File: src/rtl/latch_bank_sequencer_pkg.sv
// latch_bank_sequencer_pkg: shared FSM state encoding and pulse counter width
// for the latch bank write sequencer.
package latch_bank_sequencer_pkg;

    typedef enum logic [1:0] {
        IDLE  = 2'd0,
        SETUP = 2'd1,
        PULSE = 2'd2,
        HOLD  = 2'd3
    } lb_state_t;

    // Width of the counter that times the enable pulse (PULSE_CYC up to 15)
    localparam int unsigned CNT_W = 4;

endpackage

File: src/rtl/latch_bank_sequencer_arbiter.sv
// lb_arbiter: combinational winner select among write requesters.
// Produces a one-hot grant and the binary winner index.
// Macro LB_RR_EN: rotating priority starting at rr_ptr; when undefined,
// fixed priority with the lowest index winning and no rr_ptr input.
module lb_arbiter
    import latch_bank_sequencer_pkg::*;
#(
    parameter int NREQ = 4,
    parameter int PW   = 2
) (
    input  logic [NREQ-1:0] req,
`ifdef LB_RR_EN
    input  logic [PW-1:0]   rr_ptr,
`endif
    output logic [NREQ-1:0] grant,
    output logic [PW-1:0]   win_idx
);

    logic found;

`ifdef LB_RR_EN
    int idx;

    // Search from rr_ptr upward, wrapping at NREQ; first set request wins
    always_comb begin
        grant   = '0;
        win_idx = '0;
        found   = 1'b0;
        idx     = 0;
        for (int unsigned i = 0; i < NREQ; i++) begin
            idx = (int'(rr_ptr) + int'(i)) % NREQ;
            if (!found && req[idx]) begin
                found      = 1'b1;
                grant[idx] = 1'b1;
                win_idx    = PW'(idx);
            end
        end
    end
`else
    // Fixed priority: lowest set index wins
    always_comb begin
        grant   = '0;
        win_idx = '0;
        found   = 1'b0;
        for (int unsigned i = 0; i < NREQ; i++) begin
            if (!found && req[i]) begin
                found    = 1'b1;
                grant[i] = 1'b1;
                win_idx  = PW'(i);
            end
        end
    end
`endif

endmodule

File: src/rtl/latch_bank_sequencer.sv
// latch_bank_sequencer: arbitrates synchronous write requests and sequences
// them into a bank of level-sensitive latches. D is driven one cycle before
// the enable rises and held one cycle after it falls, so no latch ever sees
// D move while transparent. All outputs come straight from flops.
// Macro LB_RR_EN: round-robin arbitration (otherwise fixed priority).
module latch_bank_sequencer
    import latch_bank_sequencer_pkg::*;
#(
    parameter int NREQ      = 4,
    parameter int WIDTH     = 8,
    parameter int DEPTH     = 8,
    parameter int AW        = 3,
    parameter int PULSE_CYC = 2
) (
    input  logic                  clk,
    input  logic                  rst,
    input  logic [NREQ-1:0]       req,
    input  logic [NREQ*AW-1:0]    req_addr,
    input  logic [NREQ*WIDTH-1:0] req_data,
    output logic [NREQ-1:0]       ack,
    output logic [WIDTH-1:0]      latch_d,
    output logic [DEPTH-1:0]      latch_en,
    output logic                  busy
);

    localparam int PW = $clog2(NREQ);
    localparam logic [DEPTH-1:0] EN_ONE = DEPTH'(1);

    lb_state_t         state;
    logic [CNT_W-1:0]  cnt;
    logic [AW-1:0]     cap_addr;
    logic [NREQ-1:0]   cap_win;
    logic [NREQ-1:0]   grant;
    logic [PW-1:0]     win_idx;
    logic [AW-1:0]     sel_addr;
    logic [WIDTH-1:0]  sel_data;

`ifdef LB_RR_EN
    logic [PW-1:0]     rr_ptr;
`endif

    lb_arbiter #(
        .NREQ (NREQ),
        .PW   (PW)
    ) u_arb (
        .req     (req),
`ifdef LB_RR_EN
        .rr_ptr  (rr_ptr),
`endif
        .grant   (grant),
        .win_idx (win_idx)
    );

    assign sel_addr = req_addr[int'(win_idx)*AW +: AW];
    assign sel_data = req_data[int'(win_idx)*WIDTH +: WIDTH];

    // Write sequencer: capture at grant, setup, enable pulse, hold with ack
    always_ff @(posedge clk or posedge rst) begin
        if (rst) begin
            state    <= IDLE;
            cnt      <= '0;
            cap_addr <= '0;
            cap_win  <= '0;
            latch_d  <= '0;
            latch_en <= '0;
            ack      <= '0;
            busy     <= 1'b0;
`ifdef LB_RR_EN
            rr_ptr   <= '0;
`endif
        end else begin
            ack <= '0;
            unique case (state)
                IDLE: begin
                    if (|req) begin
                        cap_addr <= sel_addr;
                        cap_win  <= grant;
                        latch_d  <= sel_data;
                        busy     <= 1'b1;
                        state    <= SETUP;
`ifdef LB_RR_EN
                        rr_ptr   <= (int'(win_idx) == NREQ - 1) ? '0 : win_idx + 1'b1;
`endif
                    end
                end
                SETUP: begin
                    // Decode lands in the flop so latch_en has no output logic
                    latch_en <= EN_ONE << cap_addr;
                    cnt      <= CNT_W'(PULSE_CYC - 1);
                    state    <= PULSE;
                end
                PULSE: begin
                    if (cnt == '0) begin
                        latch_en <= '0;
                        ack      <= cap_win;
                        state    <= HOLD;
                    end else begin
                        cnt <= cnt - 1'b1;
                    end
                end
                HOLD: begin
                    busy  <= 1'b0;
                    state <= IDLE;
                end
                default: state <= IDLE;
            endcase
        end
    end

endmodule

File: config.mk
export PLATFORM = sky130hd
export DESIGN_NAME = latch_bank_sequencer
export DESIGN_NICKNAME = d
export VERILOG_FILES = /design/src/rtl/latch_bank_sequencer_pkg.sv /design/src/rtl/latch_bank_sequencer_arbiter.sv /design/src/rtl/latch_bank_sequencer.sv
export SDC_FILE = /design/constraint.sdc
export NUM_CORES = 1
export LEC_CHECK = 0
export BUFFER_PORTS_ARGS = -buffer_cell sky130_fd_sc_hd__clkbuf_2
export CORE_MARGIN = 10
export CORE_UTILIZATION = 54
export CTS_CLUSTER_SIZE = 16
export DETAILED_ROUTE_END_ITERATION = 12
export PLACE_DENSITY = 0.88
export SYNTH_ARGS = -nofsm -noshare
export SYNTH_HDL_FRONTEND = slang
export SYNTH_SLANG_ARGS = --single-unit
File: constraint.sdc
create_clock -name clk -period 3.99 [get_ports clk]
set_input_delay 0.5985 -clock clk [delete_from_list [all_inputs] [get_ports clk]]
set_output_delay 0.5985 -clock clk [all_outputs]
set_load 0.05 [all_outputs]
### Word-level counts from Yosys, hierarchy flattened

Cells that the tools add are included.

* add/subtract/negate cells: 1
* multipliers: 1
* equality and inequality tests: 6
* shift operators: 3
* mux-type cells: 20
* reduce and logical (&&, ||, !) cells: 16

Operators with widths (count)
* indexed part select 32 x 6 -> 8 bit: 1
* one-hot mux 8 bit (2 select lines): 1
* two-way mux 4 bit: 3
* indexed part select 12 x 5 -> 3 bit: 1
* AND reduction 2 bit: 5
* two-way mux 1 bit: 8
* two-way mux 2 bit: 4
* two-way mux 8 bit: 1
* one-hot mux 2 bit (4 select lines): 1
* one-hot mux 4 bit (2 select lines): 1
* left shift 1 x 3 -> 8 bit, first input constant: 1
* != test 2 bit, second input constant: 3
* == test 2 bit, second input constant: 2
* logical NOT 4 bit: 1
* multiplier 2 x 2 -> 4 bit, second input constant: 1
* nonzero test 2 bit: 2
* OR reduction 4 bit: 1
* subtractor 4 x 1 -> 4 bit, second input constant: 1
* logical AND 1 bit: 3
* logical NOT 1 bit: 3
* == test 2 x 1 -> 1 bit, second input constant: 1
* logical NOT 2 bit: 1
* one-hot mux 1 bit (2 select lines): 1

* register bits after elaboration: 34
* word-level logic and storage cells: 55

### Longest topological paths before layout

Gate-level depths: netlist of run 1.

* depth after elaboration: 12
* gate-level depth with buffers: 8
* mapped depth without buffers: 5

### Modules after synthesis

Synthesis of run 1 repeated with hierarchy kept, for this count alone.

* cell total of the unflattened synthesis: 140
* area total of the unflattened synthesis: 1849.3 µm²

Modules (own cells, without submodules)
* latch_bank_sequencer: instances 1, cells an instance 131, area each 1785.5 µm², seq. area each 850.8 µm²
* lb_arbiter: instances 1, cells an instance 9, area each 63.8 µm², seq. area each 0.0 µm²

### Worst setup path after synthesis of run 1

OpenSTA, ideal clock, no wires.

* path type: input-to-reg
* from: input req[0]
* to: register state[1]
* library setup time: 125 ps
* arrival: 1546 ps
* path slack: 2319 ps
* stages: 4
* path buffers: 1
* cell sequence: clkbuf_8 > nor4_1 > a22o_2 > mux2_4

* longest elaborated chain between the ends: 3

RTL lines
* start: declaration: RTL line latch_bank_sequencer.sv:17 `input logic [NREQ-1:0] req,`
* OR reduction 4 bit: RTL line latch_bank_sequencer.sv:75 `if (|req) begin`
* != test 2 bit (no line)
* AND reduction 2 bit (no line)
* end signal: assignment: RTL line latch_bank_sequencer.sv:80 `state <= SETUP;`
* end signal: assignment: RTL line latch_bank_sequencer.sv:90 `state <= PULSE;`
* end signal: assignment: RTL line latch_bank_sequencer.sv:96 `state <= HOLD;`
* end: declaration: RTL line latch_bank_sequencer.sv:29 `lb_state_t state;`

No other way between the ends.
A chain may end at the register's enable or synchronous reset.

### Worst setup path after layout of run 1

* from: register state[0]
* to: register cap_win[0]

* longest elaborated chain between the ends: 2

RTL lines
* start signal: assignment: RTL line latch_bank_sequencer.sv:60 `state <= IDLE;`
* start signal: assignment: RTL line latch_bank_sequencer.sv:80
* start signal: assignment: RTL line latch_bank_sequencer.sv:90
* logical NOT 2 bit: RTL line latch_bank_sequencer.sv:73 `unique case (state)`
* AND reduction 2 bit (no line)
* end signal: assignment: RTL line latch_bank_sequencer.sv:77 `cap_win <= grant;`
* end: declaration: RTL line latch_bank_sequencer.sv:32 `logic [NREQ-1:0] cap_win;`

No other way between the ends.

==> qor.txt, run 1 <==
layout cells sized above 1: 30.4%
largest net degree at the start of global routing: 40
post-layout minimum cycle time: 2.16 ns
status: complete, no violations
Yosys cell types: 43
f_max: 0.462 GHz
slowest stage delay, CP: 0.81 ns
ANT nets after route: 0
commonest cells in the netlist: dfrtp_1, inv_1, nor2_1, a21oi_1
Worst-path clk slew: 0.07 ns
TritonCTS clock tree: done
vias in the first global route: 1850
Max Cap Viol: 0
Post-DP HPWL: 3790 um
DR iter-0 viols: 69
Mapped Avg Cell Area: 9.46 um^2
io pins: 71
setup TNS: 0 ns
worst vdd ir: 336 uV
Die ar.: 6740 um^2
power after layout: 1.72 mW
Port-buffer cells: 70
Synth async-reset ratio: 100%
Seq/Total Area, Yosys: 40.9%
Cells after Synth: 220
CTS sink cnt: 34
Routed WL: 4990 um
Slowest cell on crit path: o41a_1
Nets: 339
cell row count: 22
leakage power figure: 1.28 nW
crit path max fanout: 25
HP Class: primary input to async pin
most common cell in the netlist: dfrtp_1
CTS Hold Buffers Added: 0
CP arrival: 2.34 ns
drt first pass iters: 4
clk root buf: clkbuf_8
DR WL/cell: 15.1 um
Final GP Congestion: 0.808
Pins Over Slew Limit: 0
Slew @ Worst Pin: 0.893 ns
starting density of the core: 56.4%
PwrDens: 693 nW/um^2
Final Setup Violations: 0
All-Layer GR Usage: 15.8%
H-tree lvl count: 2
die width: 82.1 um
CP required: 4.17 ns
Yosys reg bits: 34
R2R depth: 4
postcts setup bufs: 0
worst setup path class: register to register
detailed-route via count: 1834
Synth area leader: dfrtp_1
DRC: 0
post-DR vias/cell: 5.54
yosys warns: 0
clk_lat worst skew: 0.29 ns
FILL cells: 327
CORE AREA: 3690 um^2
ys flop type: dfrtp_1
number of flops mapped to enable cells by yosys: 0
CTS Buffer Depth: 2
post_cts resized: 0
Hold Vio Cnt, Final: 0
Rel. slew slack: 40.5%
syn_nets: 277
DIE HEIGHT: 82.1 um
Critical Path Start Type: register
first-pass GRT wire length: 8350 um
initial antenna violation count: 0
Critical Path End Type: register
Worst Skew: 0.00485 ns
antenna cells: 0
GRT Residual Overflow: 0
final cell utilization of the core: 67.1%
worst-path cell chain: inv_1 -> ha_1 -> o41a_1 -> mux2_4
Netlist Area Pre-Place: 2080 um^2
share of the synthesized area in the top cell type: 40.9%
Syn-to-layout area delta: 18.9%
most area-consuming cells after synthesis: dfrtp_1, a22o_1, and3b_1, nand3b_1, ha_1
RSZ-0062 raised after global routing: false
CTS Buf Count: 5
fin crit share: 54.3%
[cells by family (layout without fill, tap and decap cells)]
| family | after synthesis | after routing | synth area share, % |
|---|---|---|---|
| compound gates | 61 | 61 | 20.0 |
| fa+ha+maj | 7 | 7 | 4.21 |
| buf+inv | 35 | 98 | 8.95 |
| flops | 34 | 34 | 40.9 |
| mux | 6 | 6 | 3.43 |
| simple gates | 77 | 77 | 22.5 |
[layer usage]
layer  GRT usage (%)  vias to the layer above  share of wire (%)
met2            24.2                       66                 48
li1                -                      899                  -
met4            7.31                        0                2.0
met1            18.2                      859                 39
met5               0                        -                  0
met3            7.78                       10                 11
[worst max-delay path: cells and delay by family, from the launching register on]
kind | cells | cell delay, ns
buffers and inverters | 1 | 0.14
muxes | 1 | 0.35
adders and majority gates | 1 | 0.34
AOI/OAI and AO/OA | 1 | 0.81
DFF | 1 | 0.41
[cells in the final DEF (no fill, tap or decap), drive strengths merged, types with 2 or more instances in the layout]
master | synthesis | final
and3b | 11 | 11
inv | 19 | 19
o21ai | 13 | 13
and2 | 2 | 2
mux2i | 3 | 3
nor3 | 3 | 3
mux2 | 3 | 3
a31oi | 9 | 9
a32o | 3 | 3
nand3b | 12 | 12
a21oi | 13 | 13
dfrtp | 34 | 34
a41oi | 2 | 2
ha | 7 | 7
a22o | 13 | 13
nor2b | 12 | 12
clkbuf | 9 | 77
nand2 | 8 | 8
nor2 | 20 | 20
a21o | 2 | 2
[registers in the layout, summed over array words and instances (netlist names)]
register and cells:
busy 1, cap_win 4, state 2, cap_addr 3, latch_en 8, latch_d 8, ack 4, cnt 4
[stage by stage]
step	cell area, um^2	hold WS, ns	setup slack (ns)	std cells
after floorplan	2080	0.454	2.32	220
after global placement	2380	0.467	1.60	323
after detailed placement	2380	0.474	1.55	323
after CTS	2480	0.376	1.81	331
after global routing	2480	0.403	1.60	331
final	2480	0.367	1.83	331
[path summary, 6_finish.rpt]
kind,from,endpoint,slack (ns)
worst max-delay path,state[0],cap_win[0],1.83
worst min-delay path,rst,latch_d[3],0.37
worst max register to register,state[0],cap_win[0],1.83
worst min register to register,cap_win[3],ack[3],0.50
max in group asynchronous,rst,state[0],3.33
min in group clk,cap_win[3],ack[3],0.50
[area by class of cell]
type                            count  area, um^2  share of cell area [%]
Clock buffer                        7        86.3                    3.49
Clock inverter                      1        5.00                   0.202
Inverter                           19        71.3                    2.88
Multi-Input combinational cell    151        1040                    42.2
Sequential cell                    34         851                    34.4
Tap cell                           48        60.1                    2.43
Timing Repair Buffer               71         358                    14.5
[power by group]
| group | total (mW) | switching, mW | internal, mW |
|---|---|---|---|
| registers | 0.581 | 0.0987 | 0.482 |
| clock network | 0.262 | 0.123 | 0.139 |
| logic | 0.873 | 0.579 | 0.294 |
| total | 1.72 | 0.800 | 0.916 |
No activity file was read; power rests on OpenSTA's default activity.
==> run 2, diff against run 1 <==
--- a/config.mk
+++ b/config.mk
@@ -5,12 +5,13 @@
 export SDC_FILE = /design/constraint.sdc
 export NUM_CORES = 1
 export LEC_CHECK = 0
+export ABC_AREA = 1
 export BUFFER_PORTS_ARGS = -buffer_cell sky130_fd_sc_hd__clkbuf_2
 export CORE_MARGIN = 10
-export CORE_UTILIZATION = 54
+export CORE_UTILIZATION = 45
 export CTS_CLUSTER_SIZE = 16
 export DETAILED_ROUTE_END_ITERATION = 12
-export PLACE_DENSITY = 0.88
+export PLACE_DENSITY = 0.79
 export SYNTH_ARGS = -nofsm -noshare
 export SYNTH_HDL_FRONTEND = slang
 export SYNTH_SLANG_ARGS = --single-unit
==> constraint.sdc (replaced) <==
create_clock -name clk -period 1.9 [get_ports clk]
set_input_delay 0.285 -clock clk [delete_from_list [all_inputs] [get_ports clk]]
set_output_delay 0.285 -clock clk [all_outputs]
set_load 0.05 [all_outputs]
==> qor.txt, run 2 <==
leakage power figure: 1.55 nW
Compound-Gate Fraction of Synth Area: 9.63%
fin crit share: 80.9%
status: complete, no violations
Worst Skew: 0.00304 ns
CTS Buf Count: 5
Yosys cell types: 25
vias in the first global route: 1904
Critical Path End Type: register
Critical Path Start Type: register
R2R depth: 6
busiest grt layer: met2
simple-gate share of the synthesized area: 28.9%
Final WS setup: 0.364 ns
met3 Use GR: 5.39%
DIE HEIGHT: 88.0 um
r2r setup slk: 0.36 ns
most area-consuming cells after synthesis: dfrtp_1, nand2_1, inv_1, nand3_1, ha_1
Nets: 418
Pins Over Slew Limit: 0
TritonCTS clock tree: done
drt first pass iters: 4
Final GP Congestion: 0.825
origin of the critical flop-to-flop path: state[0]
largest net degree at the start of global routing: 35
Final Setup Violations: 0
HP Class: primary input to async pin
syn_nets: 348
post_cts resized: 0
first-pass GRT wire length: 8160 um
CORE AREA: 4410 um^2
clk root buf: clkbuf_8
post-DR vias/cell: 4.52
setup TNS: 0 ns
Hold Vio Cnt, Final: 0
CTS Buffer Depth: 2
CTS sink cnt: 34
die width: 88.0 um
CTS Hold Buffers Added: 0
Netlist Area Pre-Place: 2080 um^2
number of flops mapped to enable cells by yosys: 0
Mapped Avg Cell Area: 7.15 um^2
worst vdd ir: 421 uV
Post-Synth Adder-Cell Area: 4.21%
CP arrival: 1.74 ns
detailed-route via count: 1870
DRC: 0
Max Cap Viol: 0
Syn-to-layout area delta: 22.7%
DR iter-0 viols: 71
main combinational cell family by area after synthesis: simple AND/OR/NAND/NOR gates
postcts setup bufs: 0
crit path launch: state[0]
XOR/XNOR Fraction of Synth Area: 0.421%
Synth area leader: dfrtp_1
post-layout minimum cycle time: 1.54 ns
Rel. slew slack: 72.5%
met1 Track Usage GR: 16.1%
layout cells sized above 1: 26.2%
f_max: 0.651 GHz
most common cell in the netlist: nand2_1
Slew @ Worst Pin: 0.413 ns
Yosys reg bits: 34
yosys warns: 0
antenna cells: 0
Synth async-reset ratio: 100%
Die ar.: 7740 um^2
io pins: 71
RSZ-0062 raised after global routing: false
Port-buffer cells: 70
Cells after Synth: 291
ys flop type: dfrtp_1
cell row count: 24
Worst-path clk slew: 0.07 ns
worst reg2reg endpoint: latch_en[3]
Routed WL: 4760 um
mux contribution to synthesized area: 0%
commonest non-fill, non-tap cells in the layout: nand2_1, clkbuf_2, inv_1
PwrDens: 1430 nW/um^2
initial antenna violation count: 0
Place WS: 0.364 ns
share of the synthesized area in the top cell type: 40.9%
met2 Use GR: 18.7%
Post-DP HPWL: 3910 um
Seq/Total Area, Yosys: 40.9%
All-Layer GR Usage: 12.7%
crit path max fanout: 10
starting density of the core: 47.1%
worst setup path class: register to register
ANT nets after route: 0
leading cell type in the layout, fill and taps excluded: nand2_1
commonest cells in the netlist: nand2_1, inv_1, dfrtp_1, nand3_1, o21ai_0
FILL cells: 411
DR WL/cell: 11.5 um
biggest regs: latch_d: 8 flops, latch_en: 8 flops
GRT Residual Overflow: 0
H-tree lvl count: 2
Worst Setup EP: latch_en[3]
CP required: 2.10 ns
clk_lat worst skew: 0.29 ns
[run 2: cell count changes in the layout (fill, tap and decap cells not counted), sizes merged, moves of 13 or more]
| cell | delta |
|---|---|
| a22o | -13 |
| inv | +48 |
| nand2 | +85 |
| nand3 | +34 |
| nor2 | -13 |
| o21ai | +16 |
[run 2: layout make-up]
type | instances | area, um^2 | area share (%)
well taps | 52 | 65.1 | 2.55
clock buffers | 5 | 68.8 | 2.70
multi-input cells | 180 | 898 | 35.2
repair buffers | 73 | 373 | 14.6
clock inverters | 3 | 45.0 | 1.76
flip-flops and latches | 34 | 851 | 33.3
inverters | 67 | 251 | 9.85
[run 2: how the worst min path moves through the flow]
stage	start	to	slack, ns	depth (start not counted)
floorplan	req[0]	cap_win[0]	0.41	2
global placement	rst	latch_en[5]	0.37	3
detailed placement	rst	cnt[2]	0.37	3
CTS	rst	ack[3]	0.06	3
global route	rst	ack[3]	0.11	3
finish	rst	latch_en[5]	0.05	3
[run 2: logic make-up (layout without fill, tap and decap cells)]
logic type      Yosys count  in the layout
simple gates            137            137
buf+inv                  77            148
compound gates           35             35
flops                    34             34
fa+ha+maj                 7              7
xor+xnor                  1              1
[run 2: per-layer routing]
layer / vias up / share of wire [%]
met5: - / 0
met4: 0 / 1.1
met3: 4 / 8.7
met2: 71 / 41
met1: 770 / 49
li1: 1025 / -
[run 2: worst max-delay path, stage by stage (launching register included)]
cell	delay, ns
dfrtp_1	0.40
inv_1	0.10
ha_1	0.24
inv_1	0.09
nand2_2	0.12
or2_2	0.32
o21ai_0	0.18
[run 2: power by group]
group / switching, mW / internal, mW
clock network: 0.267 / 0.390
registers: 0.167 / 1.02
logic: 1.30 / 0.509
total: 1.73 / 1.91
[run 2: stage by stage]
stage / power, mW / hold WS [ns] / utilization [%] / cell area (um^2) / instances
2_1_floorplan: 2.57 / 0.406 / - / 2080 / 291
3_3_place_gp: 2.97 / 0.373 / 55.2 / 2440 / 406
3_5_place_dp: 3.01 / 0.375 / 55.2 / 2440 / 406
4_1_cts: 3.68 / 0.0634 / 57.8 / 2550 / 414
5_1_grt: 3.94 / 0.114 / 57.8 / 2550 / 414
6_report: 3.64 / 0.0537 / 57.8 / 2550 / 414
==> run 3, diff against run 2 <==
==> constraint.sdc (replaced) <==
create_clock -name clk -period 1.3 [get_ports clk]
set_input_delay 0.195 -clock clk [delete_from_list [all_inputs] [get_ports clk]]
set_output_delay 0.195 -clock clk [all_outputs]
set_load 0.05 [all_outputs]
==> qor.txt, run 3 (synthesis gave the netlist of run 2 again) <==
status: finished, violations left
failing checks: negative setup slack
Final WS setup: -0.0352 ns
commonest non-fill, non-tap cells in the layout: nand2_1, clkbuf_2, inv_1
detailed-route via count: 2003
Final Setup Violations: 14
worst vdd ir: 686 uV
CTS Buffer Depth: 2
leading cell type in the layout, fill and taps excluded: nand2_1
final cell utilization of the core: 63.7%
CTS sink cnt: 34
R2R depth: 7
H-tree lvl count: 2
Crit path top cell by count: inv_2
ANT nets after route: 0
initial antenna violation count: 0
Worst-path clk slew: 0.07 ns
CTS Buf Count: 5
Critical Path End Type: register
r2r setup slk: -0.04 ns
CORE AREA: 4410 um^2
fin crit share: 103%
Nets: 436
Die ar.: 7740 um^2
Routed WL: 5180 um
post-layout minimum cycle time: 1.34 ns
leakage power figure: 1.66 nW
starting density of the core: 47.1%
PwrDens: 2100 nW/um^2
CP required: 1.52 ns
Port-buffer cells: 70
CP arrival: 1.55 ns
Final GP Congestion: 0.818
DR iter-0 viols: 53
first-pass GRT wire length: 8710 um
f_max: 0.749 GHz
power after layout: 5.90 mW
Hold WS: 0.167 ns
DR WL/cell: 12.0 um
layout cells sized above 1: 36.3%
clk root buf: clkbuf_8
All-Layer GR Usage: 13.8%
CP top delay family: flip-flops
Pins Over Slew Limit: 0
post-DR vias/cell: 4.64
biggest regs: latch_d: 8 flops, latch_en: 8 flops
Syn-to-layout area delta: 35.3%
antenna cells: 0
Critical Path Start Type: register
DIE HEIGHT: 88.0 um
worst-path cell chain: inv_2 -> ha_4 -> inv_2 -> a31oi_4 -> buf_6 -> nand2_1 -> o21ai_0
Bufs and invs on worst path: 3
vias in the first global route: 1998
setup TNS: -0.208 ns
RSZ-0062 raised after global routing: true
Rel. slew slack: 72.2%
worst setup path class: register to register
drt first pass iters: 4
Hold Path Cell Cnt: 3
crit path max fanout: 11
clk_lat worst skew: 0.29 ns
GRT Residual Overflow: 0
Place WS: -0.0495 ns
Levels on crit path: 7
Post-DP HPWL: 4080 um
Max Cap Viol: 0
Hold Vio Cnt, Final: 0
die width: 88.0 um
TritonCTS clock tree: done
largest net degree at the start of global routing: 35
DRC: 0
Worst Skew: 0.00560 ns
Slowest cell on crit path: dfrtp_1
slowest stage delay, CP: 0.43 ns
HP Class: primary input to register
Slew @ Worst Pin: 0.418 ns
io pins: 71
cell row count: 24
run 3: cell count changes in the layout (fill, tap and decap cells not counted), sizes merged:
cell         before  now
bufinv            1    0
dlygate4sd3       0    1
clkinv            0    1
buf               3   20
clkbuf           75   76
clkinvlp          2    1
run 3: tightest hold or removal path, delay by kind of cell:
kind	cells	cell delay [ns]
AOI/OAI and AO/OA	1	0.05
and+or+nand+nor	1	0.06
buffers and inverters	1	0.12
run 3: power by group:
| group | leakage [nW] | internal, mW | switching [mW] |
|---|---|---|---|
| clock network | 0.0472 | 0.425 | 0.388 |
| registers | 0.439 | 1.49 | 0.272 |
| logic | 1.17 | 1.15 | 2.18 |
run 3: metal layers:
| metal | share of wire [%] | track usage (%) |
|---|---|---|
| met2 | 46 | 21.7 |
| met3 | 8.7 | 5.94 |
| met5 | 0 | 0 |
| met1 | 44 | 16.3 |
| met4 | 1.1 | 5.22 |
run 3: layout make-up:
cell class / count / area [um^2]
multi-input cells: 180 / 1020
well taps: 52 / 65.1
clock inverters: 2 / 12.5
flip-flops and latches: 34 / 851
clock buffers: 6 / 82.6
fillers: 375 / 1600
repair buffers: 91 / 532
inverters: 67 / 254
run 3: timing repair:
action	CTS	global route
gates cloned	0	1
setup buffers	0	5
resized for setup	3	36
endpoints found under the hold margin	34	0
setup endpoints to repair	5	30
hold buffers	1	0
pin swaps	0	4
run 3: final timing paths:
path | start | to
worst max-delay path | state[1] | cap_win[1]
worst min-delay path | req[0] | cap_win[0]
worst max register to register | state[1] | cap_win[1]
worst min register to register | latch_d[5] | latch_d[5]
max in group asynchronous | rst | latch_en[2]
min in group asynchronous | rst | latch_d[5]
run 3: through the flow:
stage          cell area, um^2  cells
2_1_floorplan             2110    291
6_report                  2810    432
4_1_cts                   2680    426
5_1_grt                   2810    432
3_3_place_gp              2550    417
3_5_place_dp              2550    417
